## src/rtl/flag_stack_if.sv

```systemverilog
// flag_stack_if: control-unit bus for the status-flag register and its shadow stack.
interface flag_stack_if #(
    parameter int NUM_FLAGS   = 2,
    parameter int STACK_DEPTH = 4
);
    localparam int DW = $clog2(STACK_DEPTH + 1);
    logic [NUM_FLAGS-1:0] flg_clr, flg_ld, flg_set, flg_in, flags;
    logic                 flg_push, flg_pop, err_clr;
    logic [DW-1:0]        depth;
    logic                 stk_empty, stk_full, stk_ovf, stk_unf;
    modport master (
        output flg_clr, flg_ld, flg_set, flg_in, flg_push, flg_pop, err_clr,
        input  flags, depth, stk_empty, stk_full, stk_ovf, stk_unf
    );
    modport slave (
        input  flg_clr, flg_ld, flg_set, flg_in, flg_push, flg_pop, err_clr,
        output flags, depth, stk_empty, stk_full, stk_ovf, stk_unf
    );
endinterface

```

## src/rtl/flag_stack.sv

```systemverilog
// flag_stack: live status flags with a LIFO shadow stack for nested interrupts.
module flag_stack #(
    parameter int                   NUM_FLAGS   = 2,
    parameter int                   STACK_DEPTH = 4,
    parameter logic [NUM_FLAGS-1:0] RESET_FLAGS = '0
) (
    input logic         clk_i,
    input logic         rst_i,
    flag_stack_if.slave bus
);
    localparam int DW = $clog2(STACK_DEPTH + 1);
    localparam int AW = STACK_DEPTH > 1 ? $clog2(STACK_DEPTH) : 1;
    logic [NUM_FLAGS-1:0] flags_q, flags_d, upd;
    logic [NUM_FLAGS-1:0] stack_q [STACK_DEPTH];
    logic [DW-1:0]        depth_q, depth_d;
    logic [AW-1:0]        top, wr_idx;
    logic                 ovf_q, ovf_d, unf_q, unf_d, empty, full, do_push, do_pop, swap;
    always_comb begin
        empty   = depth_q == '0;
        full    = depth_q == DW'(STACK_DEPTH);
        do_pop  = bus.flg_pop & ~empty;
        swap    = do_pop & bus.flg_push;
        do_push = bus.flg_push & ~bus.flg_pop & ~full;
        top     = AW'(depth_q - DW'(1));
        wr_idx  = swap ? top : AW'(depth_q);
        // clear beats load beats set
        upd     = (((flags_q | bus.flg_set) & ~bus.flg_ld) | (bus.flg_in & bus.flg_ld)) & ~bus.flg_clr;
        flags_d = do_pop ? stack_q[top] : upd;
        depth_d = do_push ? depth_q + DW'(1) : (do_pop & ~swap) ? depth_q - DW'(1) : depth_q;
        ovf_d   = (bus.flg_push & ~bus.flg_pop & full) | (ovf_q & ~bus.err_clr);
        unf_d   = (bus.flg_pop & empty) | (unf_q & ~bus.err_clr);
    end
    always_ff @(posedge clk_i) begin
        if (rst_i) begin
            flags_q <= RESET_FLAGS;
            depth_q <= '0;
            ovf_q   <= 1'b0;
            unf_q   <= 1'b0;
        end else begin
            flags_q <= flags_d;
            depth_q <= depth_d;
            ovf_q   <= ovf_d;
            unf_q   <= unf_d;
        end
    end
    always_ff @(posedge clk_i) begin
        if (!rst_i && (do_push || swap)) stack_q[wr_idx] <= flags_q;
    end
    assign bus.flags     = flags_q;
    assign bus.depth     = depth_q;
    assign bus.stk_empty = empty;
    assign bus.stk_full  = full;
    assign bus.stk_ovf   = ovf_q;
    assign bus.stk_unf   = unf_q;
endmodule

```

## src/flat_wrapper.sv

```systemverilog
// flat-port wrapper written by rule: the top's interface ports become plain ports
module flag_stack_flat 
#(
    parameter int                   NUM_FLAGS   = 2,
    parameter int                   STACK_DEPTH = 4,
    parameter logic [NUM_FLAGS-1:0] RESET_FLAGS = '0
)
  (clk_i, rst_i, bus_flg_clr, bus_flg_ld, bus_flg_set, bus_flg_in, bus_flg_push, bus_flg_pop, bus_err_clr, bus_flags, bus_depth, bus_stk_empty, bus_stk_full, bus_stk_ovf, bus_stk_unf);
  flag_stack_if #(.NUM_FLAGS(NUM_FLAGS), .STACK_DEPTH(STACK_DEPTH)) bus_i ();
  input logic clk_i;
  input logic rst_i;
  input wire logic [$bits(bus_i.flg_clr)-1:0] bus_flg_clr;
  input wire logic [$bits(bus_i.flg_ld)-1:0] bus_flg_ld;
  input wire logic [$bits(bus_i.flg_set)-1:0] bus_flg_set;
  input wire logic [$bits(bus_i.flg_in)-1:0] bus_flg_in;
  input wire logic [$bits(bus_i.flg_push)-1:0] bus_flg_push;
  input wire logic [$bits(bus_i.flg_pop)-1:0] bus_flg_pop;
  input wire logic [$bits(bus_i.err_clr)-1:0] bus_err_clr;
  output wire logic [$bits(bus_i.flags)-1:0] bus_flags;
  output wire logic [$bits(bus_i.depth)-1:0] bus_depth;
  output wire logic [$bits(bus_i.stk_empty)-1:0] bus_stk_empty;
  output wire logic [$bits(bus_i.stk_full)-1:0] bus_stk_full;
  output wire logic [$bits(bus_i.stk_ovf)-1:0] bus_stk_ovf;
  output wire logic [$bits(bus_i.stk_unf)-1:0] bus_stk_unf;
  assign bus_i.flg_clr = bus_flg_clr;
  assign bus_i.flg_ld = bus_flg_ld;
  assign bus_i.flg_set = bus_flg_set;
  assign bus_i.flg_in = bus_flg_in;
  assign bus_i.flg_push = bus_flg_push;
  assign bus_i.flg_pop = bus_flg_pop;
  assign bus_i.err_clr = bus_err_clr;
  assign bus_flags = bus_i.flags;
  assign bus_depth = bus_i.depth;
  assign bus_stk_empty = bus_i.stk_empty;
  assign bus_stk_full = bus_i.stk_full;
  assign bus_stk_ovf = bus_i.stk_ovf;
  assign bus_stk_unf = bus_i.stk_unf;
  flag_stack #(.NUM_FLAGS(NUM_FLAGS), .STACK_DEPTH(STACK_DEPTH), .RESET_FLAGS(RESET_FLAGS)) u_core (.clk_i(clk_i), .rst_i(rst_i), .bus(bus_i));
endmodule
```

## config.mk

```make
export PLATFORM = sky130hd
export DESIGN_NAME = flag_stack_flat
export DESIGN_NICKNAME = d
export VERILOG_FILES = /design/src/rtl/flag_stack_if.sv /design/src/rtl/flag_stack.sv /design/src/flat_wrapper.sv
export SDC_FILE = /design/constraint.sdc
export NUM_CORES = 1
export LEC_CHECK = 0
export ABC_AREA = 0
export CELL_PAD_IN_SITES_DETAIL_PLACEMENT = 1
export CELL_PAD_IN_SITES_GLOBAL_PLACEMENT = 1
export CORE_ASPECT_RATIO = 1.5
export CORE_MARGIN = 2
export CORE_UTILIZATION = 32
export CTS_CLUSTER_SIZE = 24
export DETAILED_ROUTE_END_ITERATION = 10
export HOLD_SLACK_MARGIN = 0.06
export PLACE_DENSITY_LB_ADDON = 0.12
export SLEW_MARGIN = 20
export SYNTH_ARGS = -nofsm -noshare
export SYNTH_HDL_FRONTEND = slang
export SYNTH_SLANG_ARGS = --single-unit
```

## constraint.sdc

```tcl
create_clock -name clk_i -period 1.9 [get_ports clk_i]
set_clock_uncertainty 0.15 [all_clocks]
set_input_delay 0.38 -clock clk_i [delete_from_list [all_inputs] [get_ports clk_i]]
set_output_delay 0.38 -clock clk_i [all_outputs]
set_load 0.05 [all_outputs]
```

# After elaboration in Yosys (flattened, before gate mapping)
# Memory sizes are Yosys's and may differ from the RTL's.
# Cells that the tools add are included.
dict set report word_totals {
  regBits 7
  mem_bits_rw 8
  in_bits 13
  out_inout_bits 9
  wordCells 42
  n_memories 1
}
dict set report classes {
  add_sub_neg 2
  n_eq_ne 1
  n_mux 6
  bitwise 23
  reduce_logical 5
}
# name depth width rd rd_ports_with_merged_regs write_ports line_no
set mem_list {}
lappend mem_list {u_core.stack_q 4 2 1 0 1 flag_stack.sv:14} ;# logic [NUM_FLAGS-1:0] stack_q [STACK_DEPTH];
# cell n
set ops {}
lappend ops {{1-bit AND} 9}
lappend ops {{2-bit AND} 3}
lappend ops {{3-bit 2-to-1 mux} 2}
lappend ops {{1-bit NOT} 5}
lappend ops {{2-bit 2-to-1 mux} 2}
lappend ops {{2-bit NOT} 2}
lappend ops {{2-bit OR} 2}
lappend ops {{3-bit by 1-bit adder with 3-bit output (second input constant)} 1}
lappend ops {{3-bit == test (second input constant)} 1}
lappend ops {{3-bit logical NOT} 1}
lappend ops {{3-bit by 1-bit subtractor with 3-bit output (second input constant)} 1}
lappend ops {{1-bit 2-to-1 mux} 2}
lappend ops {{1-bit OR} 2}
lappend ops {{2-bit nonzero test} 1}
lappend ops {{1-bit logical AND} 1}
lappend ops {{1-bit logical NOT} 1}
lappend ops {{1-bit logical OR} 1}

# Depth between registers and ports, before layout
# Gate-level depths: netlist of the first run.
dict set report depth {
  depth_word 8
  depth_mapped 9
  depth_no_buf 7
}

# Worst setup path after synthesis of the first run
# No wires, ideal clock.
dict set report synth_path {
  kind {register to register}
  start {register u_core.depth_q[0], in the netlist u_core.bus.depth[0]}
  end {memory u_core.stack_q[3][0] (enable)}
  setup_time_ns 0.310
  arrival_ns 1.991
  required_ns 1.440
  path_slack_ns -0.551
  path_stages_with_launch 9
  path_buffers 2
  period_less_slack_ns 2.451
  path_cell_list {dfxtp_1 -> buf_2 -> inv_1 -> ha_1 -> buf_2 -> a21oi_1 -> nand2_1 -> a211o_1 -> nor2b_1}
}
dict set report synth_between {
  elab_chain_len 8
  elab_cells_between_ends 13
  classes_between {add/sub (1); eq/ne (1); mux (3); bitwise (5); reduce/logical (3)}
}
# item line_no
set synth_lines {}
lappend synth_lines {{from (decl)} flag_stack.sv:15} ;# logic [DW-1:0] depth_q, depth_d;
lappend synth_lines {{from (signal assigned)} flag_stack.sv:41} ;# depth_q <= depth_d;
lappend synth_lines {{3-bit logical NOT} flag_stack.sv:19} ;# empty = depth_q == '0;
lappend synth_lines {{1-bit NOT} flag_stack.sv:21} ;# do_pop = bus.flg_pop & ~empty;
lappend synth_lines {{1-bit AND} flag_stack.sv:21}
lappend synth_lines {{1-bit AND} flag_stack.sv:22} ;# swap = do_pop & bus.flg_push;
lappend synth_lines {{1-bit logical OR} flag_stack.sv:47} ;# if (!rst_i && (do_push || swap)) stack_q[wr_idx] <= flags_q;
lappend synth_lines {{1-bit logical AND} flag_stack.sv:47}
lappend synth_lines {{1-bit 2-to-1 mux} flag_stack.sv:47}
lappend synth_lines {{1-bit 2-to-1 mux (not written as such)} flag_stack.sv:47}
lappend synth_lines {{to (decl)} flag_stack.sv:14}
# Parallel ways exist; a longest one is shown, timed or not.

# Worst setup path in the final report of the first run
dict set report layout_path {
  start {register u_core.depth_q[1], in the netlist u_core.bus.depth[1]}
  end {output bus_stk_full}
}
dict set report layout_between {
  elab_chain_len 1
}
# item line_no
set layout_lines {}
lappend layout_lines {{3-bit == test} flag_stack.sv:20} ;# full = depth_q == DW'(STACK_DEPTH);
lappend layout_lines {{to (decl)} flat_wrapper.sv:22} ;# output wire logic [$bits(bus_i.stk_full)-1:0] bus_stk_full;
# No other way between the ends.

==> results by group, run 1 <==
Place
  – GPL Wtd Cong: 0.759
  – Place WS: -0.258 ns
  – Detail Placement HPWL: 1790 µm
  – IO buf count: 21
  – Placed cells: 135

Drt
  – Met3 Wirelength: 74 µm
  – Vias/cell: 5.36
  – Detailed-route via count: 756
  – Total Wirelength: 2270 µm
  – Post-Route M1 WL: 893 µm
  – Final ANT Viol Nets: 0
  – DR pass1 iterations: 4
  – Post-DR wirelength/cell: 16.1 µm
  – Initial DRC Count: 11
  – Routed wl met2: 1260 µm
  – DRC violations left: 0
  – Highest metal used: met4

Timing
  – Setup-failing EPs final: 0
  – Max_slew headroom: 0.779
  – Final WS setup: 0.0488 ns
  – Tcrit/Tclk final: 0.974
  – Fin Setup TNS: 0 ns
  – Max-slew violation count: 0
  – Fin. Hold Viols: 0
  – Max Fclk: 540 MHz
  – Hold_ws: 0.337 ns
  – RSZ-0062 raised after global routing: false
  – Crit path time final: 1.85 ns
  – Worst-margin pin slew: 0.327 ns

Clocking
  – CTS Buf Count: 3
  – Worst skew pair latency: 0.29 ns
  – CTS root buf: clkbuf_4
  – Clock Path Buffers: 2
  – CTS clk-pin slew, worst paths: 0.10 ns
  – CTS tree: done
  – Sink Count: 15
  – H-tree depth: 1

Power and ir drop
  – VDD IR max: 0.421 mV
  – Leakage: 0.000472 µW
  – Pwr Density: 808 mW/mm²

Critical path
  – Crit path arrival time: 1.32 ns
  – Element type at the critical path end: output port
  – CP Buf/Inv Count: 3
  – Crit path from: u_core.bus.depth[1]
  – Reg2reg start: u_core.bus.depth[1]
  – Critical path's top delay family: flip-flops
  – Critical path class: reg -> out
  – Worst path cell trace: inv_4, ha_4, buf_6, and2_4, buf_12
  – Worst-path maximum fanout: 6
  – Startpoint Class: flip-flop
  – Worst path max stage delay: 0.38 ns
  – Crit-path slowest cell: dfxtp_4
  – Critical Path RT: 1.37 ns

Synthesis
  – Syn Area/Cell: 9.83 µm²
  – Cells after Synth: 85
  – Post-synth ARST share: 0
  – Synth warn: 0
  – Cell area after synthesis: 836 µm²
  – Seq cells post-synth: 15
  – Top FF cell, synth: edfxtp_1
  – Register area share after synthesis: 0.455
  – Post-synth EDFFs: 8
  – Mapped Nets: 101
  – Count of cell types in the netlist: 32

Outcome
  – Status: completed

Global routing
  – Tot GR Track Use: 0.178
  – Largest net degree at the start of global routing: 11
  – Vias in the first global route: 788
  – First-pass GRT wire length: 3830 µm
  – Initial antenna violation count: 0
  – Remaining global-route overflow: 0

Finish
  – Util after Layout: 0.497
  – Nets: 134
  – Non-Filler Instances: 141
  – ANT cells: 0
  – Area delta synth->final: 47.3%
  – Fraction of layout cells with a size suffix above 1: 0.376

Die
  – Top Ports: 22
  – Chip width: 45.7 µm
  – Cell row count: 22
  – Initial core utilization: 0.337
  – Die Ht: 66.6 µm
  – Die area: 0.00305 mm²
  – Core box area: 0.00248 mm²

Worst hold path
  – Hold Startpoint: u_core.bus.stk_ovf
  – Worst hold path class: reg -> reg

Job
  – Max_cap viols: 0
[per-stage QoR]
| step | instance area [µm²] | total power (µW) |
|---|---|---|
| after floorplan | 900 | 658 |
| after global routing | 1230 | 1060 |
| after detailed placement | 1170 | 795 |
| after global placement | 1170 | 789 |
| after CTS | 1210 | 999 |
| final | 1230 | 995 |
[power by group]
group / switching [µW] / total (µW) / internal (µW)
Combinational: 227 / 419 / 193
Sequential: 21.3 / 388 / 366
Clock: 110 / 188 / 78.3
Total: 358 / 995 / 638
[cell usage in the layout (no fill, tap or decap), types with 3 or more instances in the layout]
cell type / instances
nand3_1: 7
edfxtp_1: 8
a31oi_1: 3
nor2_1: 7
clkdlybuf4s50_1: 12
a21oi_1: 6
clkbuf_4: 3
nand2_1: 5
dfxtp_1: 4
buf_4: 18
[worst register-to-register path, delay by kind of cell, from the launching register on]
family                   cells  cell delay, ns
AO/OA/AOI/OAI                2            0.44
AND/OR/NAND/NOR              2            0.20
buffers and inverters        2            0.18
flip-flops                   1            0.38
adder cells (fa/ha/maj)      1            0.17
[path summary, 6_finish.rpt]
| kind | cells past startpoint | slack (ns) | endpoint |
|---|---|---|---|
| worst max-delay path | 5 | 0.05 | bus_stk_full |
| worst min-delay path | 2 | 0.34 | u_core.bus.stk_ovf |
| worst max register to register | 7 | 0.09 | u_core.stack_q[3][1] |
| worst min register to register | 2 | 0.34 | u_core.bus.stk_ovf |
[metal layers]
metal / GRT usage / vias to the layer above
met5: 0 / -
met4: 0.0750 / 0
met3: 0.0325 / 5
met2: 0.313 / 14
met1: 0.200 / 362
li1: - / 375
[Yosys cell counts (3+ instances only)]
cell	instances	area [µm²]
a21oi_1	7	35.0
a31oi_1	4	25.0
dfxtp_1	7	140
edfxtp_1	8	240
ha_1	3	37.5
inv_1	3	11.3
nand2_1	5	18.8
nand3_1	7	35.0
nor2_1	8	30.0
nor2b_1	3	18.8
nor3_1	3	15.0
[state kept, by name, indices dropped and copies added (netlist names)]
signal,cells
u_core.stack_q,8
u_core.bus.depth,3
u_core.bus.flags,2
u_core.bus.stk_ovf,1
u_core.bus.stk_unf,1
[kinds of logic after synthesis]
logic type,Yosys count,synth area share
DFF,15,0.455
adders and majority gates,3,0.0449
xor gates and xnor gates,1,0.0105
muxes,2,0.0539
buffers and inverters,10,0.0614
AOI/OAI and AO/OA,18,0.139
and+or+nand+nor,36,0.235
[what timing repair did]
item,in CTS,in global routing
cloned,0,0
setup buffers,1,1
setup endpoints to repair,1,5
hold buffers,0,0
pin swaps,1,2
resized for setup,2,4
[layout make-up]
type,count,area (µm²)
clock buffers,3,22.5
clock inverters,1,5.00
fillers,284,1250
inverters,5,31.3
multi-input cells,60,447
well taps,24,30.0
flip-flops and latches,15,389
repair buffers,33,307
Note: power is estimated with default switching activity, not from simulation.
==> run 2: changes to the inputs <==
--- a/config.mk
+++ b/config.mk
@@ -10,7 +10,7 @@
 export CELL_PAD_IN_SITES_GLOBAL_PLACEMENT = 1
 export CORE_ASPECT_RATIO = 1.5
 export CORE_MARGIN = 2
-export CORE_UTILIZATION = 32
+export CORE_UTILIZATION = 35
 export CTS_CLUSTER_SIZE = 24
 export DETAILED_ROUTE_END_ITERATION = 10
 export HOLD_SLACK_MARGIN = 0.06
==> constraint.sdc (replaced) <==
create_clock -name clk_i -period 1.8 [get_ports clk_i]
set_clock_uncertainty 0.15 [all_clocks]
set_input_delay 0.36 -clock clk_i [delete_from_list [all_inputs] [get_ports clk_i]]
set_output_delay 0.36 -clock clk_i [all_outputs]
set_load 0.01 [all_outputs]
==> results by group, run 2 (same netlist as run 1, synthesis figures left out) <==
Outcome
  – Status: completed

Power and ir drop
  – Leakage: 0.000529 µW (+12%)
  – Total power draw: 1100 µW (+10%)
  – Pwr Density: 803 mW/mm² (-0.65%)
  – VDD IR max: 0.411 mV (-2.4%)

Drt
  – Total Wirelength: 2530 µm (+12%)
  – Detailed-route via count: 816 (+7.9%)
  – Final ANT Viol Nets: 0 (unchanged)
  – DR pass1 iterations: 4 (unchanged)
  – Initial DRC Count: 9 (-2)
  – Post-DR wirelength/cell: 16.7 µm (+3.6%)
  – DRC violations left: 0 (unchanged)
  – Vias/cell: 5.37 (+0.13%)

Critical path
  – R2r setup slk: 0.007 ns (-0.08 ns)
  – FF-to-FF End: u_core.stack_q[1][1]
  – Critical path class: reg -> reg
  – Startpoint Class: flip-flop
  – Register-to-Register Path Depth: 7 (unchanged)
  – Worst-path maximum fanout: 5 (-1)
  – Element type at the critical path end: flip-flop
  – Reg2reg start: u_core.bus.depth[0]
  – Crit path arrival time: 1.66 ns (+0.34 ns)
  – Critical Path RT: 1.67 ns (+0.30 ns)

Die
  – Top Ports: 22 (unchanged)
  – Die Ht: 63.9 µm (-4.1%)
  – Chip width: 43.9 µm (-4.0%)
  – Core box area: 0.00226 mm² (-8.8%)
  – Cell row count: 21 (-4.5%)
  – Die area: 0.00280 mm² (-8.0%)
  – Initial core utilization: 0.370 (+0.0325)

Clocking
  – CTS clk-pin slew, worst paths: 0.10 ns (about the same)
  – CTS tree: done
  – Clock Path Buffers: 2 (unchanged)
  – Sink Count: 15 (unchanged)
  – CTS root buf: clkbuf_4
  – Worst skew pair latency: 0.30 ns (about the same)
  – H-tree depth: 1 (unchanged)
  – CTS Buf Count: 3 (unchanged)
  – CTS Hold Buffers Added: 0 (unchanged)

Global routing
  – Initial antenna violation count: 0 (unchanged)
  – First-pass GRT wire length: 3960 µm (+3.4%)
  – Vias in the first global route: 871 (+11%)
  – Largest net degree at the start of global routing: 12 (+1)
  – Tot GR Track Use: 0.194 (+0.0166)
  – Remaining global-route overflow: 0 (unchanged)

Worst hold path
  – Hold Startpoint: u_core.bus.stk_ovf
  – WHS Endpoint: u_core.bus.stk_ovf
  – Worst hold path class: reg -> reg
  – Hold depth: 2 (unchanged)

Place
  – GPL Wtd Cong: 0.847 (+11%)
  – Detail Placement HPWL: 1820 µm (+1.5%)
  – IO buf count: 21 (unchanged)

Timing
  – Setup-failing EPs final: 0 (unchanged)
  – Max_slew headroom: 0.797 (+0.0179)
  – Tcrit/Tclk final: 0.996
  – RSZ-0062 raised after global routing: true
  – Worst-margin pin slew: 0.301 ns (-0.0262 ns)
  – Max-slew violation count: 0 (unchanged)
  – Crit path time final: 1.79 ns
  – Fin. Hold Viols: 0 (unchanged)
  – Max Fclk: 558 MHz

Finish
  – Multi-input logic area: 492 µm² (+10%)
  – Largest register FFs: 8 (unchanged)
  – Largest Register: u_core.stack_q
  – Util after Layout: 0.604 (+0.107)
  – Most frequent cells in the layout: buf_4, clkdlybuf4s50_1, edfxtp_1, nor2_1
  – Area delta synth->final: 63.3%
  – Most common cell after layout, fill and taps aside: buf_4
  – Fill count: 249 (-12%)
  – Nets: 146 (+9.0%)
  – Fraction of layout cells with a size suffix above 1: 0.419 (+0.0425)
  – Reg area: 385 µm² (-0.96%)
  – ANT cells: 0 (unchanged)

Job
  – Max_cap viols: 0 (unchanged)
-- run 2: cell count changes in the layout (fill, tap and decap cells not counted), moves of 2 or more --
| cell | before | now |
|---|---|---|
| dfxtp_2 | 1 | 4 |
| clkdlybuf4s50_1 | 12 | 16 |
| buf_6 | 1 | 3 |
| buf_4 | 18 | 21 |
| a31oi_4 | 0 | 2 |
| dlygate4sd2_1 | 0 | 3 |
| dfxtp_4 | 2 | 0 |
-- run 2: per-stage QoR --
step                      hold slack, ns  setup slack (ns)  instances  setup TNS, ns  cell area, µm²
final                              0.327           0.00663        152              0            1370
after CTS                          0.334           0.00257        149              0            1290
after global placement             0.310            -0.243        144          -2.24            1240
after global routing               0.350           -0.0605        152         -0.294            1370
after detailed placement           0.318            -0.286        144          -2.71            1240
after floorplan                    0.312           -0.0792         85         -0.407             897
-- run 2: final cells by class --
| class | instances | area share |
|---|---|---|
| clock buffers | 3 | 0.0165 |
| clock inverters | 1 | 0.00550 |
| inverters | 5 | 0.0192 |
| multi-input cells | 60 | 0.360 |
| flip-flops and latches | 15 | 0.282 |
| well taps | 23 | 0.0211 |
| repair buffers | 45 | 0.295 |
-- run 2: timing repair --
action / CTS / global route
pin swaps: 2 / 2
resized for setup: 16 / 11
endpoints found under the setup margin: 13 / 10
setup buffers: 1 / 3
-- run 2: metal layers --
metal	part of all wire	global-route usage	vias up
li1	-	-	396
met1	0.41	0.200	401
met2	0.56	0.355	15
met3	0.021	0.0395	4
met4	0.012	0.0909	0
met5	0	0	-
-- run 2: critical path: stages, from the launching register on --
cell	delay, ns
dfxtp_2	0.36
inv_4	0.04
ha_4	0.18
nand2b_4	0.09
buf_6	0.12
nand3_2	0.07
a211o_1	0.36
nor2_2	0.14
-- run 2: worst max path at each step --
stage                                    from              endpoint  cells after the start
after global placement            bus_flg_pop  u_core.stack_q[0][0]                      6
after detailed placement          bus_flg_pop  u_core.stack_q[0][1]                      6
after CTS                 u_core.bus.depth[0]         bus_stk_empty                      5
after floorplan           u_core.bus.depth[0]  u_core.stack_q[3][0]                      8
after global routing      u_core.bus.depth[0]  u_core.stack_q[1][1]                      7
final                     u_core.bus.depth[0]  u_core.stack_q[1][1]                      7
-- run 2: report_power, final --
group	internal, µW	switching, µW	leakage [µW]	total (µW)
registers	387	16.7	0.000133	404
clock network	84.8	128	0.0000139	213
logic	264	216	0.000382	479
total	736	360	0.000529	1100
